<file path="src/rtl/seq_nibble_mult.sv">
// Sequential multiplier: one 4x4 digit partial product per cycle into a 2*WIDTH
// accumulator, with sign-magnitude handling for two's-complement operands.
module seq_nibble_mult #(
  parameter int WIDTH = 8
) (
  input  logic               clk,
  input  logic               reset_a,
  input  logic               start,
  input  logic               signed_mode,
  input  logic [WIDTH-1:0]   data_a,
  input  logic [WIDTH-1:0]   data_b,
  output logic               busy,
  output logic               done_flag,
  output logic [2*WIDTH-1:0] product_out,
  output logic [1:0]         state_out
);

  localparam int K    = WIDTH / 4;
  localparam int NPP  = K * K;
  localparam int PW   = 2 * WIDTH;
  localparam int CW   = (K > 1) ? $clog2(K) : 1;
  localparam int NW   = (NPP > 1) ? $clog2(NPP) : 1;
  localparam logic [CW-1:0] LAST_DIGIT = CW'(K - 1);
  localparam logic [NW-1:0] LAST_PP    = NW'(NPP - 1);

  typedef enum logic [1:0] {
    IDLE = 2'd0,
    CALC = 2'd1,
    FIX  = 2'd2,
    DONE = 2'd3
  } state_t;

  state_t          state_r;
  state_t          next_state_s;
  logic [WIDTH-1:0] mag_a_r;
  logic [WIDTH-1:0] mag_b_r;
  logic            neg_r;
  logic [PW-1:0]   acc_r;
  logic [CW-1:0]   i_r;
  logic [CW-1:0]   j_r;
  logic [NW-1:0]   pp_cnt_r;
  logic            busy_r;
  logic            done_r;
  logic [PW-1:0]   product_r;

  logic            last_pp_s;
  logic [3:0]      a_dig_s;
  logic [3:0]      b_dig_s;
  logic [7:0]      pp_s;
  logic [CW:0]     pos_s;
  logic [PW-1:0]   pp_shift_s;

  // Magnitude of a possibly negative operand; the most negative value maps to 2^(WIDTH-1).
  function automatic logic [WIDTH-1:0] magnitude(input logic [WIDTH-1:0] v, input logic neg);
    if (neg) begin
      magnitude = ~v + WIDTH'(1);
    end else begin
      magnitude = v;
    end
  endfunction

  // Two's-complement negation of the accumulated magnitude.
  function automatic logic [PW-1:0] apply_sign(input logic [PW-1:0] v, input logic neg);
    if (neg) begin
      apply_sign = ~v + PW'(1);
    end else begin
      apply_sign = v;
    end
  endfunction

  assign last_pp_s  = (pp_cnt_r == LAST_PP);
  assign a_dig_s    = mag_a_r[{i_r, 2'b00} +: 4];
  assign b_dig_s    = mag_b_r[{j_r, 2'b00} +: 4];
  assign pp_s       = a_dig_s * b_dig_s;
  assign pos_s      = {1'b0, i_r} + {1'b0, j_r};
  assign pp_shift_s = PW'(pp_s) << {pos_s, 2'b00};

  // State register.
  always_ff @(posedge clk or negedge reset_a) begin
    if (!reset_a) begin
      state_r <= IDLE;
    end else begin
      state_r <= next_state_s;
    end
  end

  // Next-state decode.
  always_comb begin
    next_state_s = state_r;
    case (state_r)
      IDLE: begin
        if (start) begin
          next_state_s = CALC;
        end else begin
          next_state_s = IDLE;
        end
      end
      CALC: begin
        if (last_pp_s) begin
          next_state_s = FIX;
        end else begin
          next_state_s = CALC;
        end
      end
      FIX:     next_state_s = DONE;
      DONE:    next_state_s = IDLE;
      default: next_state_s = IDLE;
    endcase
  end

  // Operand latch, digit walk, accumulation and final sign fix-up.
  always_ff @(posedge clk or negedge reset_a) begin
    if (!reset_a) begin
      mag_a_r   <= '0;
      mag_b_r   <= '0;
      neg_r     <= 1'b0;
      acc_r     <= '0;
      i_r       <= '0;
      j_r       <= '0;
      pp_cnt_r  <= '0;
      product_r <= '0;
    end else begin
      case (state_r)
        IDLE: begin
          if (start) begin
            mag_a_r  <= magnitude(data_a, signed_mode & data_a[WIDTH-1]);
            mag_b_r  <= magnitude(data_b, signed_mode & data_b[WIDTH-1]);
            neg_r    <= signed_mode & (data_a[WIDTH-1] ^ data_b[WIDTH-1]);
            acc_r    <= '0;
            i_r      <= '0;
            j_r      <= '0;
            pp_cnt_r <= '0;
          end
        end
        CALC: begin
          acc_r    <= acc_r + pp_shift_s;
          pp_cnt_r <= pp_cnt_r + NW'(1);
          // j is the inner digit index; i advances when j wraps.
          if (j_r == LAST_DIGIT) begin
            j_r <= '0;
            i_r <= i_r + CW'(1);
          end else begin
            j_r <= j_r + CW'(1);
          end
        end
        FIX: begin
          product_r <= apply_sign(acc_r, neg_r);
        end
        default: begin
        end
      endcase
    end
  end

  // Status outputs registered from the next state so they line up with state_out.
  always_ff @(posedge clk or negedge reset_a) begin
    if (!reset_a) begin
      busy_r <= 1'b0;
      done_r <= 1'b0;
    end else begin
      busy_r <= (next_state_s != IDLE);
      done_r <= (next_state_s == DONE);
    end
  end

  assign busy        = busy_r;
  assign done_flag   = done_r;
  assign product_out = product_r;
  assign state_out   = state_r;

endmodule

</file>
<file path="config.mk">
export PLATFORM = sky130hd
export DESIGN_NAME = seq_nibble_mult
export DESIGN_NICKNAME = d
export VERILOG_FILES = /design/src/rtl/seq_nibble_mult.sv
export SDC_FILE = /design/constraint.sdc
export NUM_CORES = 1
export LEC_CHECK = 0
export ABC_AREA = 1
export ABC_CLOCK_PERIOD_IN_PS = 4000
export BUFFER_PORTS_ARGS = -buffer_cell sky130_fd_sc_hd__buf_2
export CAP_MARGIN = 20
export CORE_AREA = 2 2 91 93
export CTS_CLUSTER_DIAMETER = 50
export DETAILED_ROUTE_END_ITERATION = 6
export DIE_AREA = 0 0 93 95
export PLACE_DENSITY = 0.76
export SYNTH_ARGS = -nofsm -noshare
export SYNTH_HDL_FRONTEND = slang
export SYNTH_SLANG_ARGS = --single-unit
</file>
<file path="constraint.sdc">
create_clock -name clk -period 4 [get_ports clk]
set_input_delay 0.6 -clock clk [delete_from_list [all_inputs] [get_ports clk]]
set_output_delay 0.6 -clock clk [all_outputs]
set_load 0.02 [all_outputs]
</file>
======== Word-level counts from Yosys, hierarchy flattened ========
Cells that the tools add are included.
storage, ports and cells
  bits in registers ....................... 57
cells by class
  add/sub/neg operators ................... 8
  $mul .................................... 1
  equality and inequality tests ........... 7
  shift-type cells ........................ 3
  multiplexer cells ....................... 15
  bitwise logic cells ..................... 7
  reductions and logical operators ........ 6
operator list
  kind                   count
  $mux 16                2
  $pmux 16 s2            1
  $add 16x1->16 const B  1
  $add 16x16->16         1
  $add 8x1->8 const B    2
  $mux 8                 2
  $not 16->16            1
  $not 8->8              2
  $shiftx 8x4->4         2
  $shl 8x4->16           1
  $eq 2x2->1 const B     4
  $mul 4x4->8            1
  $pmux 2 s4             1
  $mux 1                 4
  $mux 2                 2
  $ne 2x2->1 const B     2
  $pmux 1 s2             2
  $pmux 2 s2             1
  $reduce_and 2->1       2
  $reduce_bool 2->1      2
  $and 1x1->1            3
  $reduce_and 3->1       1
  $add 1x1->1 const B    2
  $add 1x1->2            1
  other kinds (4)        4

======== Logic depth before layout (Yosys ltp) ========
  depth after elaboration ................. 5
  gate-level depth with buffers ........... 25
  gate-level depth less buffers ........... 25

======== Worst setup path after synthesis ========
Ideal clock, no wire load.
  path kind ............................... reg-to-reg
  from .................................... reg j_r
  to ...................................... reg acc_r[15]
  arrival ................................. 4.289 ns
  data required time ...................... 3.883 ns
  path slack .............................. -0.406 ns
  stages on the path, launching flop included .. 23
  buffers on the path ..................... 1
  clock period less this slack ............ 4.406 ns
  path through ............................ dfrtp_1 buf_2 nand2_1 o21ai_0 or2_2 fa_1 inv_1 fa_1 inv_1 fa_1 o21ai_0 xor2_1 mux2i_1 nor2_1 ha_1 a21o_1 a21oi_1 nand2_2 nand2_1 nand3_1 nand3b_1 nand3_1 nand2_1
between the ends
  word-level cells in the longest chain between the ends .. 5
RTL lines
  what                    RTL line  text
  from (decl)             40        logic [CW-1:0] j_r;
  from (signal assigned)  143       j_r <= j_r + CW'(1);
  $shiftx 8x4->4          73        assign b_dig_s = mag_b_r[{j_r, 2'b00} +: 4];
  $mul 4x4->8             74        assign pp_s = a_dig_s * b_dig_s;
  $shl 8x4->16 (*)        76        assign pp_shift_s = PW'(pp_s) << {pos_s, 2'b00};
  $add 16x16->16 (*)      136       acc_r <= acc_r + pp_shift_s;
  $pmux 16 s2 (*)         123       case (state_r)
  to (signal assigned)    136
  to (decl)               38        logic [PW-1:0] acc_r;
Every way passes the cells marked *; elsewhere a longest branch is shown, timed or not.
A chain may end at the register's enable or synchronous reset.

======== Worst setup path in the final report ========
  from .................................... reg i_r
  to ...................................... reg acc_r[15]
between the ends
  word-level cells in the longest chain between the ends .. 5
RTL lines
  what                    RTL line  text
  from (decl)             39        logic [CW-1:0] i_r;
  from (signal assigned)  141       i_r <= i_r + CW'(1);
  $shiftx 8x4->4          72        assign a_dig_s = mag_a_r[{i_r, 2'b00} +: 4];
  $mul 4x4->8             74
  $shl 8x4->16 (*)        76
  $add 16x16->16 (*)      136
  $pmux 16 s2 (*)         123
Marks and branches as above.

==> run metrics <==
Port Buf Inserts=39; R2R depth=20; area of the multi-input gates=between 0.002 and 0.003 mm²; dpl ws=-0.317 ns; clock root buffer=clkbuf_8; CTS tree=built; setup repair after global routing missed its margin=true; Slowest cell on crit path=fa_1; Avg Vias per Cell=5.29; CTS Buf Count=9; clk_lat worst skew=0.36 ns; DIE HEIGHT=95 µm; Final Util=0.653; xor and xnor area share after synthesis=0.0652; crit path launch=i_r$_DFFE_PN0P_; Synth Area in Compound Gates=0.144; Final HPWL DP=between 7000 and 8000 µm; Crit Path Category=flip-flop to flip-flop; Hold Slack=0.383 ns; post-route cell area=0.00518 mm²; Slew headroom=0.419; Simple-Gate Fraction of Synth Area=0.235; f_max=0.237 GHz; status=finished with violations; Layout area overhead=24.3%; Worst setup SP type=flip-flop; multiplexer share of the synthesized area=0.0192; final wirelength=10,100 µm; flip-flop and latch count after synthesis=57; FFs w/ async S/R, synth=1.00; Max Cap Viol=0; number of global-route vias before repair=3,820; r2r setup slk=-0.22 ns; # IOs=40; Initial Util=0.526; failing checks=negative setup slack; all-layer global routing usage=0.254; synthesized cell area=between 0.004 and 0.005 mm²; Fill cells=676; Critical Path RT=4.25 ns; Critical Path Sink=acc_r[15]$_DFFE_PN0P_; core area=roughly 0.0079 mm²; RePlAce Congestion=0.924; largest family of logic cells by synthesized area=simple AND/OR/NAND/NOR gates; DRC Markers=0; Post-Syn Nets=596; Routed wire per std cell=~14 µm; final setup vio count=10; first-pass GRT wire length=about 17,000 µm; layout cells sized above 1=0.272; Mapped Cells=between 500 and 600; post-synthesis sequential area ratio=0.342; clk buf depth=2; number of DRC markers in iteration 0=163; initial antenna violation count=0; Crit. End Element=flip-flop; Die Width=between 90 and 100 µm; clk slew on worst S/H paths=0.07 ns; FF-to-FF End=acc_r[15]$_DFFE_PN0P_; diode count=0; Adder-Cell Fraction of Synth Area=0.120; CP cell instances=mux2i_2, or2_4, fa_1, inv_2, fa_1, inv_2, fa_2, o21ai_2, xor2_1, mux2i_1, nor2_1, ha_1, a21o_1, a21oi_2, nand2_2, nand2_2, nand3_2, nand3b_1, nand3_1, nand2_1; synth warn=0; Post-layout nets=just under 700; Post-synth EDFFs=0; reg2reg start=i_r$_DFFE_PN0P_; Final Hold Fails=0; placed inst area=approximately 0.0047 mm²; htree depth=3; clk sinks=57; total number of vias=around 3.9k; Overflow after GRT=0; row count=33; clk_skew=about 0.011 ns; HP Class=input pin to async pin; Synth cell types=41; Reg area=about 0.0014 mm²; max-slew violation count=0; Worst Path Max Fanout=4; largest net degree at the start of global routing=58; Post-synth top flop=dfrtp_1; crit-path max cell delay=0.55 ns; syn avg cell area=7.73 µm²; worst slew pin tran=0.870 ns; final worst slack=-0.218 ns; Tcrit/Tclk final=1.05; die area=roughly 0.0088 mm²; min Tclk post-route=between 4 and 5 ns; drt first pass iters=5; Arr. time, crit path=4.46 ns; Antenna Violating Nets Remaining=0
==> cell families after synthesis <==
group | count (synthesis)
multiplexers | 8
AND/OR/NAND/NOR | 220
adder cells (fa/ha/maj) | 37
AO/OA/AOI/OAI | 109
flip-flops | 57
buffers and inverters | 77
XOR/XNOR | 31
==> critical path: cells and delay by family, from the launching register on <==
family,cells,cell delay (ns)
fa+ha+maj,4,1.74
simple gates,8,0.92
compound gates,3,0.46
flops,1,0.44
mux,2,0.29
xor+xnor,1,0.18
buf+inv,2,0.09
==> stage by stage <==
stage	setup TNS, ns	instances
finish	-1.34	729
global route	-3.94	729
CTS	-1.49	729
detailed placement	-2.20	705
global placement	-1.59	705
floorplan	-0.0102	539
==> worst min path at each step <==
stage                                     from                         end  slack [ns]  depth (start not counted)
floorplan                              reset_a        acc_r[0]$_DFFE_PN0P_        0.30                          0
global route                           reset_a  product_out[1]$_DFFE_PN0P_        0.45                          2
detailed placement  product_out[7]$_DFFE_PN0P_  product_out[7]$_DFFE_PN0P_        0.47                          2
global placement    product_out[8]$_DFFE_PN0P_  product_out[8]$_DFFE_PN0P_        0.46                          2
finish                                 reset_a  product_out[1]$_DFFE_PN0P_        0.38                          2
CTS                                    reset_a        acc_r[8]$_DFFE_PN0P_        0.41                          2
==> layer usage <==
layer / global-route usage / share of wire / vias up
li1: - / - / 1932
met1: 0.285 / 0.41 / 1812
met2: 0.475 / 0.53 / 89
met3: 0.0511 / 0.042 / 20
met4: 0.0944 / 0.021 / 0
met5: 0 / 0 / -
==> state kept, by name, indices dropped and copies added, names as in the netlist <==
name	count
product_out	16
busy	1
j_r	1
done_flag	1
i_r	1
neg_r	1
pp_cnt_r	2
mag_a_r	8
acc_r	16
mag_b_r	8
state_out	2
==> cell usage after synthesis (8+ instances only) <==
master | instances | share of area
a21oi_1 | 20 | 0.024
buf_2 | 8 | 0.0096
dfrtp_1 | 57 | 0.34
ha_1 | 32 | 0.096
inv_1 | 56 | 0.050
mux2i_1 | 8 | 0.019
nand2_1 | 111 | 0.10
nand3_1 | 16 | 0.019
nor2_1 | 57 | 0.051
o21ai_0 | 51 | 0.061
o21ai_1 | 11 | 0.013
o22ai_1 | 8 | 0.012
xor2_1 | 24 | 0.050
==> cell type report <==
| type | count | share of cell area |
|---|---|---|
| inverter | 63 | 0.0459 |
| timing repair buffer | 83 | 0.103 |
| multi-input combinational | 405 | 0.507 |
| sequential | 57 | 0.276 |
| tap | 105 | 0.0254 |
| clock buffer | 11 | 0.0273 |
| clock inverter | 5 | 0.0152 |
==> repair_timing <==
item,in CTS,in global routing
hold buffers,0,0
endpoints found under the hold margin,0,0
pin swaps,12,9
buffers inserted,8,0
gates resized for setup,27,16
cloned,0,0
endpoints found under the setup margin,11,11
==> cells in the final DEF, fill, tap and decap left out, types with 3 or more instances in the layout <==
| cell | count |
|---|---|
| a21oi_1 | 15 |
| a21oi_2 | 3 |
| a31oi_1 | 7 |
| buf_2 | 39 |
| buf_4 | 42 |
| clkbuf_8 | 10 |
| clkinv_2 | 3 |
| dfrtp_1 | 55 |
| fa_1 | 4 |
| ha_1 | 27 |
| ha_4 | 4 |
| inv_1 | 54 |
| inv_2 | 8 |
| mux2i_1 | 5 |
| mux2i_2 | 3 |
| nand2_1 | 104 |
| nand2_2 | 12 |
| nand3_1 | 13 |
| nand3_2 | 8 |
| nand4_1 | 4 |
| nor2_1 | 53 |
| nor2_2 | 5 |
| nor2_4 | 3 |
| nor3_1 | 4 |
| nor3_2 | 3 |
| o21ai_0 | 45 |
| o21ai_1 | 14 |
| o21ai_2 | 5 |
| o22ai_1 | 8 |
| or2_4 | 3 |
| xnor2_1 | 6 |
| xor2_1 | 24 |
Power is not shown: default switching activity piles up to over one toggle a cycle in this logic, so the estimate is an artifact.
